### src/rtl/alu_arbiter.sv
// Round-robin arbiter that shares one 16-bit adder/subtractor between the
// data-pointer unit (port 0) and the cell-value unit (port 1).

module addersub_16 (
  input  logic [15:0] a,
  input  logic [15:0] b,
  input  logic        sub,
  output logic [15:0] y
);
  // a - b is formed as a + ~b + 1; the carry out is discarded (modulo 2^16)
  always_comb begin
    y = a + (b ^ {16{sub}}) + {15'b0, sub};
  end
endmodule

module alu_arbiter #(
  parameter bit PRIO_RESET = 1'b0
) (
  input  logic        clk,
  input  logic        rst,
  input  logic        req0_valid,
  output logic        req0_ready,
  input  logic [15:0] req0_a,
  input  logic [15:0] req0_b,
  input  logic        req0_sub,
  input  logic        req1_valid,
  output logic        req1_ready,
  input  logic [15:0] req1_a,
  input  logic [15:0] req1_b,
  input  logic        req1_sub,
  output logic        resp0_valid,
  input  logic        resp0_ready,
  output logic        resp1_valid,
  input  logic        resp1_ready,
  output logic [15:0] resp_data,
  output logic        busy
);

  typedef enum logic [1:0] {IDLE, EXEC, RESP} state_t;

  state_t      state, state_n;
  logic [15:0] a_q, b_q, sum;
  logic        sub_q;
  logic        own;
  logic        last;
  logic        grant0, grant1, accept;

  addersub_16 u_addersub (
    .a   (a_q),
    .b   (b_q),
    .sub (sub_q),
    .y   (sum)
  );

  always_comb begin
    // on a tie the port that did not win last time is granted
    grant0      = req0_valid && (!req1_valid || last);
    grant1      = req1_valid && (!req0_valid || !last);
    req0_ready  = (state == IDLE) && grant0;
    req1_ready  = (state == IDLE) && grant1;
    accept      = req0_ready || req1_ready;
    resp0_valid = (state == RESP) && !own;
    resp1_valid = (state == RESP) && own;
    busy        = (state != IDLE);
    state_n     = state;
    case (state)
      IDLE:    if (accept) state_n = EXEC;
      EXEC:    state_n = RESP;
      RESP:    if (own ? resp1_ready : resp0_ready) state_n = IDLE;
      default: state_n = IDLE;
    endcase
  end

  always_ff @(posedge clk) begin
    if (rst) begin
      state     <= IDLE;
      own       <= 1'b0;
      last      <= ~PRIO_RESET;
      resp_data <= '0;
      a_q       <= '0;
      b_q       <= '0;
      sub_q     <= 1'b0;
    end else begin
      state <= state_n;
      if (accept) begin
        own   <= grant1;
        last  <= grant1;
        a_q   <= grant1 ? req1_a   : req0_a;
        b_q   <= grant1 ? req1_b   : req0_b;
        sub_q <= grant1 ? req1_sub : req0_sub;
      end
      if (state == EXEC) resp_data <= sum;
    end
  end

endmodule

### config.mk
export PLATFORM = sky130hd
export DESIGN_NAME = alu_arbiter
export DESIGN_NICKNAME = d
export VERILOG_FILES = /design/src/rtl/alu_arbiter.sv
export SDC_FILE = /design/constraint.sdc
export NUM_CORES = 1
export LEC_CHECK = 0
export ABC_AREA = 1
export BUFFER_PORTS_ARGS = -buffer_cell sky130_fd_sc_hd__buf_2
export CORE_MARGIN = 4
export CORE_UTILIZATION = 40
export DETAILED_ROUTE_END_ITERATION = 10
export PLACE_DENSITY_LB_ADDON = 0.12
export SETUP_SLACK_MARGIN = 0.1
export SLEW_MARGIN = 25
export SYNTH_ARGS = -nofsm -noshare
export SYNTH_HDL_FRONTEND = slang
export SYNTH_SLANG_ARGS = --single-unit
### constraint.sdc
create_clock -name clk -period 4.7 [get_ports clk]
set_clock_uncertainty 0.05 [all_clocks]
set_input_delay 0.94 -clock clk [delete_from_list [all_inputs] [get_ports clk]]
set_output_delay 0.94 -clock clk [all_outputs]
set_load 0.05 [all_outputs]
* Yosys cells after proc, flatten, opt, wreduce, memory -nomap -nowiden
Index checks and enable logic that the tools add are counted.
** Word-level totals
- Register bits :: 53
- Bits in latches :: 0
- Memory bits (writable) :: 0
- Bits in read-only memories :: 0
- Input port bits :: 72
- Output and inout port bits :: 21
- Word-level logic and storage cells :: 37
- Memories :: 0
** Cells by class
- $add $sub $neg :: 2
- Multiply operators :: 0
- Div/mod/pow operators :: 0
- Magnitude comparators :: 0
- Equal/unequal tests :: 4
- Shift operators :: 0
- Muxes and demuxes :: 7
- Bitwise logic cells :: 1
- Reduce and logical (&&, ||, !) cells :: 16
** Operator list (count)
- two-way mux 16 bit :: 2
- adder 16 x 1 -> 16 bit :: 1
- adder 16 bit :: 1
- XOR 16 bit :: 1
- logical AND 1 bit :: 6
- case mux 2 bit (3 select lines) :: 1
- zero test 1 bit :: 4
- two-way mux 2 bit :: 2
- logical OR 1 bit :: 3
- == test 2 x 1 -> 1 bit, second input constant :: 1
- == test 2 bit, second input constant :: 1
- zero test 2 bit :: 1
- two-way mux 1 bit :: 2
- inequality test 2 x 1 -> 1 bit, second input constant :: 1
- inequality test 2 bit, second input constant :: 1
- AND reduction 2 bit :: 1
- nonzero test 2 bit :: 1

* Depth between registers and ports, before layout
- Depth in word-level cells :: 7
- Gate-level depth with buffers :: 16
- Mapped depth without buffers :: 14

* By module
A second synthesis with hierarchy kept.
** Unflattened totals
- Cells, all modules :: 591
- Area, all modules :: 3673.5 um^2
** Modules (own cells, without submodules)
- alu_arbiter :: times used 1, cells each 424, area each 2657.5 um^2, sequential area each 1061.0 um^2
- addersub_16 :: times used 1, cells each 167, area each 1016.0 um^2, sequential area each 0.0 um^2

* Worst setup path before layout
OpenSTA, ideal clock, no wires.
- Kind :: input to output
- Start :: in req1_valid
- End :: out req0_ready
- Arrival time :: 1794 ps
- Required time :: 3710 ps
- Setup slack :: 1916 ps
- Stages on the path :: 3
- Path buffers :: 0
- Cells stage by stage :: inv_1 -> nor2_1 -> nor2_1
** On the way
- Longest elaborated chain between the ends :: 4
** Ends and longest elaborated chain
- start: declaration :: line 26 : input logic req1_valid,
- zero test 1 bit :: line 57 : grant0 = req0_valid && (!req1_valid || last);
- logical OR 1 bit :: line 57
- logical AND 1 bit :: line 57
- logical AND 1 bit :: line 59 : req0_ready = (state == IDLE) && grant0;
- end: declaration :: line 22 : output logic req0_ready,
Every way passes these cells.

* Worst setup path after layout
- Start :: in req0_valid
- End :: out req1_ready
** On the way
- Longest elaborated chain between the ends :: 4
** Ends and longest elaborated chain
- start: declaration :: line 21 : input logic req0_valid,
- zero test 1 bit :: line 58 : grant1 = req1_valid && (!req0_valid || !last);
- logical OR 1 bit :: line 58
- logical AND 1 bit :: line 58
- logical AND 1 bit :: line 60 : req1_ready = (state == IDLE) && grant1;
- end: declaration :: line 27 : output logic req1_ready,
Every way passes these cells.

==> metrics.yaml <==
netlist-cell-type-count: 28
post_cts_buffers: 0
drt-wirelength-per-cell_microns: 11.73
routed_wl_microns: 7600
cts_resized: 0
syn_area_sq_mm: 0.003141
place.gp.congestion: 0.7962
irDropWorstVdd_mv: 0.1545
tritoncts: "built"
clkTransAtPathRegs_ns: 0.09
remaining_drc_errors: 0
ioPinCount: 93
grt_remaining_overflow: 0
rsz0062_at_grt: "false"
grt_pass1_vias: 2966
area_growth_pct: 18.73
fmax_ghz: 0.3462
power_frac_comb_pct: 43.0
drtIter0Drc: 87
synth.avg_cell_area_sq_um: 6.725
cts_num_sinks: 53
hp-class: "register to register"
drive_gt1_share_pct: 20.15
start_util_pct: 40.85
yosys_warnings: 0
synth_top_area_cell: "dfxtp_1"
synth_seq_area_share_pct: 33.78
tns_ns: 0
grt_antenna_before_repair: 0
globalRouteTotalUtil_pct: 16.74
holdPathEnd: "resp_data[1]$_SDFFE_PP0N_"
ff2ff_path_depth: 12
seq_power_share_pct: 38.8
critPathKind: "primary input to output port"
hold_viol_final: 0
final_nets: 633
cp-startpoint: "req0_valid"
syn_inst: 467
crit_path_end_kind: "output port"
grt_max_degree: 67
htree_num_levels: 2
ctsHoldBuffers: 0
core_sq_mm: 0.007687
yosysTopAreaCellShare_pct: 33.78
rrSetupSlack_ns: 2.08
fp.dieArea_sq_mm: 0.009333
r2r-start: "sub_q$_SDFFE_PP0P_"
fin_crit_ns: 2.889
hold_path_depth: 2
grt_pass1_wl_microns: 13380
dp_cells: 640
status: "completed"
finalMaxSlewViolations: 0
ys_ff_latch: 53
crit_arrival_ns: 1.90
p_sw_uw: 620.3
stdcell_count: 648
hp-start: "resp_data[1]$_SDFFE_PP0N_"
clock_power_share_pct: 18.3
drtPass1Iterations: 4
fin_crit_sh_pct: 61.46
synth.area.top_cells: "dfxtp_1 (34%), nand2_1 (16%), a31oi_1 (6.6%)"
numPortBuffers: 92
ant_nets: 0
maxCapViolCount: 0
die_h_microns: 96.61
worstPathRequired_ns: 3.71
fillCellCount: 866
dieWidth_microns: 96.61
p_int_uw: 835.7
p_leak_nw: 2.017
ctsLongestPathBuffers: 2
pwr_density_cell_mw_per_mm2: 390.5
switching_share_pct: 42.60
final_cell_mix: "nand2_1 (134), buf_2 (92), dfxtp_1 (53), nor2_1 (42), inv_1 (41)"
critPathMaxFanout: 34
setup_violations: 0
slew_headroom_pct: 43.06
final_common_cell: "nand2_1"
max_slew.worst_pin.slew_ns: 0.8530
hpwl_microns: 6005
cts_buffers: 5
regToRegEndpoint: "resp_data[10]$_SDFFE_PP0N_"
cts-root-buf: "clkbuf_8"
power.total_mw: 1.456
diodes: 0
vias: 3019
worstSetupStartpointType: "primary input"
syn_nets: 555
rows: 32
viasPerCell: 4.659
worstSkewPairLatency_ns: 0.31
[kinds of logic (layout without fill, tap and decap cells)]
kind of cell / Yosys count / after routing / share of synthesized area, %
AND/OR/NAND/NOR: 204 / 204 / 25.90
buffers and inverters: 69 / 148 / 9.004
flip-flops: 53 / 53 / 33.78
AO/OA/AOI/OAI: 101 / 101 / 18.01
XOR/XNOR: 24 / 24 / 6.693
adder cells (fa/ha/maj): 16 / 16 / 6.614
[power by group through the flow]
stage / clock (mW) / combinational (mW) / sequential (mW)
after floorplan: 0 / 0.432 / 0.620
after global placement: 0 / 0.621 / 0.576
after detailed placement: 0 / 0.628 / 0.576
after CTS: 0.275 / 0.631 / 0.566
after global routing: 0.293 / 0.719 / 0.574
final: 0.266 / 0.626 / 0.564
[layer usage]
metal	vias up	wire (microns)	track usage, %
met5	-	0	0
met4	0	51	2.916
met3	5	322	3.100
met2	51	3390	27.81
met1	1282	3837	22.94
li1	1681	-	-
[synthesized netlist by cell type]
library cell / n
nor2_1: 42
nand2_1: 134
o21a_1: 1
nor3_1: 2
o21ai_1: 40
buf_2: 7
nand4_1: 1
fa_1: 1
inv_2: 6
a21oi_4: 1
nor2_4: 1
and2_1: 1
dfxtp_1: 53
xnor2_1: 3
a21o_1: 1
a21oi_1: 18
inv_1: 41
a31oi_1: 33
buf_6: 2
ha_1: 15
nand3_1: 20
o21ai_0: 6
xor2_1: 21
or2_0: 1
nand2_2: 1
and3_1: 1
clkbuf_1: 13
o21bai_1: 1
[flip-flops by register name, indices dropped and copies added, names as in the netlist]
name,count
last,1
a_q,16
sub_q,1
own,1
resp_data,16
b_q,16
state,2
[metrics by stage]
stage          hold slack [ns]  instance area, sq um  worst slack, ns  util (%)
4_1_cts                 0.4440                  3724            1.800     48.44
6_report                0.4350                  3729            1.811     48.50
3_3_place_gp            0.4142                  3630            1.696     47.22
5_1_grt                 0.4758                  3729            1.726     48.50
3_5_place_dp            0.4213                  3630            1.626     47.22
2_1_floorplan           0.4178                  3141            1.916         -
[layout make-up]
cell class / count / area (sq um) / share of cell area [%]
multi-input cells: 345 / 1802 / 48.32
clock inverters: 3 / 25.02 / 0.6711
flip-flops and latches: 53 / 1061 / 28.46
well taps: 102 / 127.6 / 3.423
inverters: 47 / 176.4 / 4.732
clock buffers: 5 / 68.82 / 1.846
repair buffers: 93 / 467.9 / 12.55
[worst max-delay path by stage]
stage	to	cells after the start	slack (ns)
final	req1_ready	5	1.81
after global routing	req1_ready	6	1.73
after CTS	req1_ready	5	1.80
after detailed placement	a_q[5]$_SDFFE_PP0P_	9	1.63
after global placement	a_q[5]$_SDFFE_PP0P_	9	1.70
after floorplan	req0_ready	3	1.92
[critical path, stage by stage]
cell	delay, ns
buf_2	0.12
a21oi_4	0.15
inv_2	0.24
nor2_4	0.17
buf_2	0.28
(Power assumes the default switching activity.)
